--- src/rtl/bus_arbiter.sv ---
// bus_arbiter
// Round-robin arbiter for the shared slave-side bus used by masters m0..m3.
// Ownership is registered and parks on the last owner when nobody asks for
// the bus. A contested owner is preempted after HOLD_MAX contested cycles
// (HOLD_MAX = 0 disables preemption).
//
// state | meaning
// ------+-------------------------------------------------------------
// owner | index of the master currently driving the shared bus
//
// Ports:
//   clk                  system clock, rising edge
//   reset_               synchronous active-low reset
//   m0_req_ .. m3_req_   bus requests, active-low
//   m0_grnt_ .. m3_grnt_ bus grants, active-low, registered, exactly one low
//   owner                registered index of the current owner
//   contend              owner requesting while another master also requests
module bus_arbiter #(
    parameter int HOLD_MAX = 16,
    parameter int CNT_W    = 5
) (
    input  logic       clk,
    input  logic       reset_,
    input  logic       m0_req_,
    input  logic       m1_req_,
    input  logic       m2_req_,
    input  logic       m3_req_,
    output logic       m0_grnt_,
    output logic       m1_grnt_,
    output logic       m2_grnt_,
    output logic       m3_grnt_,
    output logic [1:0] owner,
    output logic       contend
);

    localparam int HOLD_LAST_I = (HOLD_MAX > 0) ? HOLD_MAX - 1 : 0;
    localparam logic [CNT_W-1:0] HOLD_LAST = HOLD_LAST_I[CNT_W-1:0];

    logic [1:0]       owner_q, owner_d;
    logic [CNT_W-1:0] hold_cnt_q, hold_cnt_d;
    logic [3:0]       grnt_q, grnt_d;

    logic [3:0] req;
    logic [3:0] others;
    logic [1:0] cand1, cand2, cand3;
    logic       scan_found;
    logic [1:0] scan_idx;
    logic       do_release;
    logic       do_preempt;

    assign req    = ~{m3_req_, m2_req_, m1_req_, m0_req_};
    assign others = req & ~(4'b0001 << owner_q);

    // State register.
    always_ff @(posedge clk) begin
        if (!reset_) begin
            owner_q    <= 2'd0;
            hold_cnt_q <= '0;
            grnt_q     <= 4'b1110;
        end else begin
            owner_q    <= owner_d;
            hold_cnt_q <= hold_cnt_d;
            grnt_q     <= grnt_d;
        end
    end

    // Next-state: round-robin scan starting just after the current owner.
    always_comb begin
        cand1      = owner_q + 2'd1;
        cand2      = owner_q + 2'd2;
        cand3      = owner_q + 2'd3;
        scan_found = 1'b1;
        scan_idx   = owner_q;
        if (req[cand1]) begin
            scan_idx = cand1;
        end else if (req[cand2]) begin
            scan_idx = cand2;
        end else if (req[cand3]) begin
            scan_idx = cand3;
        end else begin
            scan_found = 1'b0;
        end

        contend    = req[owner_q] && (others != 4'b0000);
        do_release = !req[owner_q] && scan_found;
        do_preempt = (HOLD_MAX != 0) && contend && (hold_cnt_q == HOLD_LAST);

        owner_d = owner_q;
        if (do_release || do_preempt) begin
            owner_d = scan_idx;
        end

        // Saturate rather than wrap so a disabled limit never aliases.
        hold_cnt_d = hold_cnt_q;
        if (do_release || do_preempt || !contend) begin
            hold_cnt_d = '0;
        end else if (hold_cnt_q != {CNT_W{1'b1}}) begin
            hold_cnt_d = hold_cnt_q + CNT_W'(1);
        end

        grnt_d = ~(4'b0001 << owner_d);
    end

    // Outputs straight from flops so grants are glitch-free.
    always_comb begin
        owner    = owner_q;
        m0_grnt_ = grnt_q[0];
        m1_grnt_ = grnt_q[1];
        m2_grnt_ = grnt_q[2];
        m3_grnt_ = grnt_q[3];
    end

endmodule

--- config.mk ---
export PLATFORM = sky130hd
export DESIGN_NAME = bus_arbiter
export DESIGN_NICKNAME = d
export VERILOG_FILES = /design/src/rtl/bus_arbiter.sv
export SDC_FILE = /design/constraint.sdc
export NUM_CORES = 1
export LEC_CHECK = 0
export BUFFER_PORTS_ARGS = -buffer_cell sky130_fd_sc_hd__buf_2
export CORE_MARGIN = 10
export CORE_UTILIZATION = 54
export CTS_CLUSTER_DIAMETER = 120
export DETAILED_ROUTE_END_ITERATION = 6
export PLACE_DENSITY = 0.77
export SETUP_SLACK_MARGIN = 0.3
export SYNTH_ARGS = -nofsm -noshare
export SYNTH_HDL_FRONTEND = slang
export SYNTH_SLANG_ARGS = --single-unit
--- constraint.sdc ---
create_clock -name clk -period 3.37 [get_ports clk]
set_input_delay 0.1685 -clock clk [delete_from_list [all_inputs] [get_ports clk]]
set_output_delay 0.1685 -clock clk [all_outputs]
set_load 0.02 [all_outputs]
# == Yosys cells after proc, flatten, opt, wreduce, memory -nomap -nowiden ==
# Index checks and enable logic that the tools add are counted.
# totals
out_inout_bits,7
regBits,11
wordCells,44
in_bits,6
# op_classes
mux,15
shifts,2
n_reduce_logical,9
order_cmp,4
add_sub_neg,4
n_eq_ne,2
bitwise_logic,5
# ops
cell,count
$lt A2 B3 Y1 const B,4
$not A4 Y4,3
$bmux W1 S2,4
$mux W2,4
$shl A1 B2 Y4 const A,2
$mux W1,7
$add A5 B1 Y5 const B,1
$eq A5 B4 Y1 const B,1
$ne A5 B5 Y1 const B,1
$add A2 B2 Y2 const B,2
$and A4 B4 Y4,1
$reduce_bool A4 Y1,1
$logic_and A1 B1 Y1,3
$add A2 B1 Y2 const B,1
$logic_not A1 Y1,2
$logic_or A1 B1 Y1,2
$reduce_or A2 Y1,1
$not A1 Y1,1

# == Logic depth before layout (Yosys ltp) ==
# Gate-level depths: netlist of run 1.
# depth
depth_word,11
mapped_depth,8
depth_no_buf,8

# == Worst setup path before layout of run 1 ==
# Ideal clock, no wire load.
# synth_path
kind,reg2reg
from,"register owner_q[0], in the netlist owner[0]"
to,register grnt_q[3]
synth_period_minus_slack_ns,2.749
t_arrival_ns,2.630
t_required_ns,3.251
n_path_buf,1
stages_incl_launch_ff,9
slack_ns,0.621
cell_sequence,dfxtp_1 > buf_2 > inv_1 > ha_1 > mux4_2 > nor2b_1 > nor2_1 > nand3_1 > o221a_2
# synth_between
elab_chain_cells,11
# synth_rtl
item,line,rtl
from (decl),39,"logic [1:0] owner_q, owner_d;"
from (signal assigned),61,owner_q <= owner_d;
$add A2 B2 Y2,71,cand3 = owner_q + 2'd3;
$bmux W1 S2,78,end else if (req[cand3]) begin
$mux W1 (not written as such),78,
$mux W1,78,
$mux W1,76,end else if (req[cand2]) begin
$mux W1,74,if (req[cand1]) begin
$logic_and A1 B1 Y1,85,do_release = !req[owner_q] && scan_found;
$logic_or A1 B1 Y1,89,if (do_release || do_preempt) begin
$mux W2 (*),89,
$shl A1 B2 Y4 (*),101,grnt_d = ~(4'b0001 << owner_d);
$not A4 Y4 (*),101,
to (signal assigned),63,grnt_q <= grnt_d;
to (decl),41,"logic [3:0] grnt_q, grnt_d;"
# Every way passes the cells marked *; elsewhere a longest branch is shown, timed or not. The select of a mux whose other input is x is not followed.
# A chain may end at the register's enable or synchronous reset.

# == Final worst setup path of run 1 ==
# layout_path
from,"register owner_q[1], in the netlist owner[1]"
to,register grnt_q[3]
# The elaborated chain is that of the path after synthesis.

==> flow_summary_export.csv, run 1 <==
group,metric,value,unit
sta,setup_viol,0,
worst_setup_path,path_delay_family,"simple AND/OR/NAND/NOR gates",
synth,ys_types,36,
clocking,clockBufferDepth,2,
worst_setup_path,required,3.54,ns
grt,grt_max_degree,19,
clocking,numCtsBuffers,3,
worst_setup_path,startpoint_type,"flop",
route,route.detailed.drc,0,
synth,synth.yosys.seq_area_share,26.9,%
clocking,cts_tree,"yes",
clocking,cts-root-buf,"clkbuf_4",
synth,postSynthAreaPerCell,9.30,um2
worst_setup_path,cp_slowest_cell,"dfxtp_1",
floorplanning,dieArea,3470,um2
grt,grt_pass1_wl,3130,um
finish,drive_gt1_share,23.5,%
clocking,htree_levels,1,
clocking,cts-resized-gates,0,
floorplanning,initial_core_util,59.9,%
synth,ys_ff_latch,11,
power,leakage,0.000375,uW
route,dr_total_vias,722,
sta,skew,0.00479,ns
sta,worst_pin_slew,0.627,ns
synth,syn_nets,101,
floorplanning,core_area,1370,um2
route,drtIter0Drc,8,
synth,synth_top_family_by_area,"simple AND/OR/NAND/NOR gates",
finish,fillerInstances,125,
floorplanning,die_h,58.9,um
worst_setup_path,cp_cell_sequence,"inv_1, ha_1, mux4_2, nor2b_1, nor2_1, nand3_1, o221a_2",
placed_design,dp_hpwl,1350,um
floorplanning,ios,13,
sta,timing.fmax,366,MHz
sta,rsz0062_at_grt,"no",
power,peakVddDrop,0.410,mV
finish,seq_area,220,um2
route,wl_per_cell,15.2,um
grt,grt_usage,11.1,%
worst_setup_path,worstSetupPathType,"reg -> reg",
sta,slew_headroom,57.8,%
power,p_per_area,791,nW/um2
grt,antenna_found_initial,0,
sta,fin_setup_tns,0,ns
sta,fin_crit,2.74,ns
sta,post-route-period-util,81.2,%
min_path,min_path_type,"in -> reg",
route,first_pass_iters,4,
floorplanning,die_w,58.9,um
finish,layout_common_cells,"12 x buf_2, 11 x dfxtp_1, 9 x nor2_1, 7 x ha_1, 6 x nand2_1",
synth,synth_xor_area_share,4.28,%
sta,slew_violations,0,
finish,multi_input_area,562,um2
run,drv_cap,0,
route,drt_wl_total,1780,um
synth,synth_simple_gate_area_share,23.2,%
clocking,clock-sinks,11,
finish,mostFrequentLayoutCell,"buf_2",
worst_setup_path,cp_slowest_stage_delay,0.60,ns
floorplanning,placementRows,13,
synth,syn_inst,88,
worst_setup_path,cp.buffers_inverters,1,
synth,syn_area,818,um2
clocking,cts_setup_buffers,0,
synth,muxShareOfSynthArea,12.4,%
finish,layout.cells.non_filler,117,
power,total_power,719,uW
placed_design,gp_congestion,0.801,
clocking,clk_pin_slew,0.07,ns
finish,num_antenna_cells,0,
finish,nets,116,
finish,area_delta_synth_final,11.2,%
route,ant_nets,0,
synth,synth_adder_area_share,10.7,%
worst_setup_path,setup.worst_path.end_class,"flop",
synth,synth-compound-area-share,18.0,%
run_status,status,"completed",
placed_design,place_inst,113,
clocking,hold_buffers,0,
worst_setup_path,cp_max_fo,12,
route,drt-vias-per-instance,6.17,
worst_setup_path,arrival,2.91,ns
grt,grt_pass1_vias,725,
sta,finalHoldViolCount,0,
placed_design,port_buffers,12,
synth,yosys_warnings,0,
grt,overflow,0,
clocking,worstSkewPairLatency,0.27,ns
synth_stat cells:
library cell  number  area (um2)
nand4b_1           2        17.5
a211oi_1           1        7.51
mux2i_1            3        30.0
a211o_1            1        8.76
xor2_1             2        17.5
buf_2              2        10.0
a21oi_1            3        15.0
mux4_2             2        45.0
or3_1              1        6.26
o22a_1             1        8.76
o221ai_1           1        8.76
nor2b_1            2        12.5
and2_4             1        8.76
o31a_2             1        10.0
o31ai_1            2        15.0
inv_1              4        15.0
nand3_1            4        20.0
nor2_1             9        33.8
o311a_1            1        10.0
o21ai_0            1        5.00
or4_1              1        7.51
o22a_2             1        10.0
o221a_2            3        33.8
nand2b_1           2        12.5
nand4_1            2        12.5
ha_1               7        87.6
buf_6              1        11.3
nand4bb_1          1        11.3
and2_1             2        12.5
xnor2_1            2        17.5
nand2_1            6        22.5
and3_1             2        12.5
dfxtp_1           11         220
a32oi_1            1        8.76
o22ai_1            1        6.26
mux4_1             1        26.3
power by group:
group | switching [uW] | internal, uW
Clock | 45.1 | 45.9
Combinational | 247 | 181
Sequential | 33.2 | 167
Total | 325 | 394
layer usage:
layer	part of all wire (%)	up-vias	global-route usage (%)
met4	0.95	0	2.30
met1	46	334	13.6
met3	5.5	5	4.51
met2	47	21	17.6
li1	-	362	-
met5	0	-	0
worst paths after layout:
check / from / to / slack [ns] / cells after the start
setup reg to reg: owner[1] / grnt_q[3] / 0.63 / 7
setup / recovery: owner[1] / grnt_q[3] / 0.63 / 7
hold reg to reg: hold_cnt_q[4] / hold_cnt_q[4] / 0.53 / 2
hold / removal: reset_ / grnt_q[0] / 0.23 / 2
state kept, by name, indices dropped and copies added (netlist names):
name	flops
hold_cnt_q	5
grnt_q	4
owner	2
through the flow:
step | hold slack, ns | area, um2 | util [%] | setup WS, ns
finish | 0.228 | 910 | 66.6 | 0.634
global route | 0.242 | 910 | 66.6 | 0.430
floorplan | 0.461 | 818 | - | 0.621
global placement | 0.495 | 883 | 64.7 | 0.761
CTS | 0.229 | 910 | 66.6 | 0.672
detailed placement | 0.511 | 883 | 64.7 | 0.695
logic make-up after synthesis:
| family | Yosys count |
|---|---|
| buffers and inverters | 7 |
| xor gates and xnor gates | 4 |
| AOI/OAI and AO/OA | 18 |
| DFF | 11 |
| and+or+nand+nor | 35 |
| adders and majority gates | 7 |
| muxes | 6 |
cell type report:
class / count / share of cell area (%)
inverters: 4 / 1.65
clock buffers: 4 / 2.89
multi-input cells: 70 / 61.8
flip-flops and latches: 11 / 24.2
repair buffers: 13 / 7.43
well taps: 15 / 2.06
Power figures use the tool's default switching activity.
==> run 2, diff against run 1 <==
clock period = 2.6 ns   (was 3.37 ns; I/O delays follow)
==> flow_summary_export.csv, run 2 (same netlist as run 1, synthesis figures left out) <==
group,metric,value,unit
route,drtIter0Drc,16,
sta,timing.fmax,453,MHz
finish,largest_reg_flops,5,
placed_design,dp_hpwl,1330,um
route,drt_wl_total,1840,um
worst_setup_path,cp_max_fo,18,
route,wl_per_cell,15.6,um
worst_setup_path,setup.worst_path.end_class,"flop",
floorplanning,initial_core_util,59.9,%
route,ant_nets,0,
floorplanning,die_w,58.9,um
clocking,clk_pin_slew,0.06,ns
floorplanning,placementRows,13,
grt,overflow,0,
run_status,status,"completed",
grt,antenna_found_initial,0,
finish,mostFrequentLayoutCell,"buf_2",
min_path,hold_end,"grnt_q[0]",
clocking,hold_buffers,0,
grt,grt_usage,11.6,%
clocking,htree_levels,1,
clocking,cts-root-buf,"clkbuf_4",
finish,drive_gt1_share,32.0,%
clocking,cts_tree,"yes",
min_path,min_path_cells,2,
min_path,min_path_type,"in -> reg",
worst_setup_path,r2r_cells,7,
route,dr_total_vias,730,
clocking,clockBufferDepth,2,
power,peakVddDrop,0.655,mV
worst_setup_path,startpoint_type,"flop",
floorplanning,die_h,58.9,um
grt,grt_pass1_wl,3110,um
grt,grt_max_degree,19,
placed_design,dp_slack,0.338,ns
sta,fin_crit,2.21,ns
power,leakage,0.000387,uW
sta,setup_viol,0,
sta,post-route-period-util,84.9,%
clocking,clock-sinks,11,
sta,worst_pin_slew,0.417,ns
grt,grt_pass1_vias,682,
route,drt-vias-per-instance,6.19,
finish,num_antenna_cells,0,
power,p_per_area,1050,nW/um2
sta,slew_violations,0,
floorplanning,dieArea,3470,um2
worst_setup_path,reg2reg_from,"owner[0]",
floorplanning,core_area,1370,um2
min_path,min_from,"reset_",
clocking,numCtsBuffers,3,
worst_setup_path,arrival,2.37,ns
sta,fin_setup_tns,0,ns
placed_design,port_buffers,12,
sta,rsz0062_at_grt,"yes",
floorplanning,ios,13,
finish,layout_common_cells,"12 x buf_2, 9 x dfxtp_1, 8 x nor2_1, 6 x nand2_1, 5 x ha_1",
run,drv_cap,0,
worst_setup_path,timing.rr.end,"grnt_q[1]",
placed_design,gp_congestion,0.792,
sta,setup_ws,0.394,ns
worst_setup_path,reg2reg_slack,0.39,ns
worst_setup_path,required,2.77,ns
finish,nets,117,
worst_setup_path,worstSetupPathType,"reg -> reg",
finish,top_register,"hold_cnt_q",
route,route.detailed.drc,0,
sta,skew,0.00361,ns
clocking,worstSkewPairLatency,0.28,ns
sta,slew_headroom,72.0,%
clocking,cts_setup_buffers,0,
sta,finalHoldViolCount,0,
route,first_pass_iters,4,
finish,area_delta_synth_final,17.4,%
-- run 2: cell types whose count changed in the layout (fill, tap and decap cells not counted), sizes merged --
cell,previous run,this run
buf,13,14
clkinvlp,0,1
inv,4,3
-- run 2: timing repair --
action / in CTS / in global routing
endpoints found under the hold margin: 0 / 0
gates resized for setup: 0 / 2
endpoints found under the setup margin: 0 / 5
-- run 2: worst max-delay path, stage by stage, from the launching register on --
cell and delay [ns]:
dfxtp_4 0.35, buf_4 0.20, ha_1 0.21, o22a_1 0.20, a211o_1 0.34, and2_4 0.16, or4_1 0.51, o221a_2 0.13
-- run 2: final cells by class --
class / instances / area [um2]
tap: 15 / 18.8
timing repair buffer: 14 / 75.1
sequential: 11 / 225
fill: 123 / 405
multi-input combinational: 70 / 597
clock buffer: 4 / 26.3
inverter: 4 / 18.8
-- run 2: metal layers --
metal	GRT usage [%]	part of all wire, %
met5	0	0
met4	7.54	2.7
met3	3.65	4.2
met2	17.4	48
met1	13.7	45
-- run 2: worst max path at each step --
stage / from / end / slack [ns] / cells past startpoint
2_1_floorplan: owner[0] / grnt_q[3] / 0.30 / 8
3_3_place_gp: owner[0] / grnt_q[3] / 0.39 / 7
3_5_place_dp: owner[0] / grnt_q[2] / 0.34 / 7
4_1_cts: owner[0] / grnt_q[2] / 0.32 / 7
5_1_grt: owner[0] / grnt_q[2] / 0.28 / 7
6_report: owner[0] / grnt_q[1] / 0.39 / 7
-- run 2: report_power, final --
group | switching, uW | internal, uW
combinational | 365 | 283
clock | 59.1 | 59.6
sequential | 23.9 | 220
-- run 2: per-stage QoR --
step                      hold WS [ns]  std cells  instance area [um2]  power [uW]  util [%]
after global placement           0.463        114                  925         867      67.7
after detailed placement         0.466        114                  925         874      67.7
final                            0.181        118                  961        1010      70.3
after floorplan                  0.421         88                  858         745         -
after global routing             0.174        118                  961        1100      70.3
after CTS                        0.170        118                  951        1000      69.6
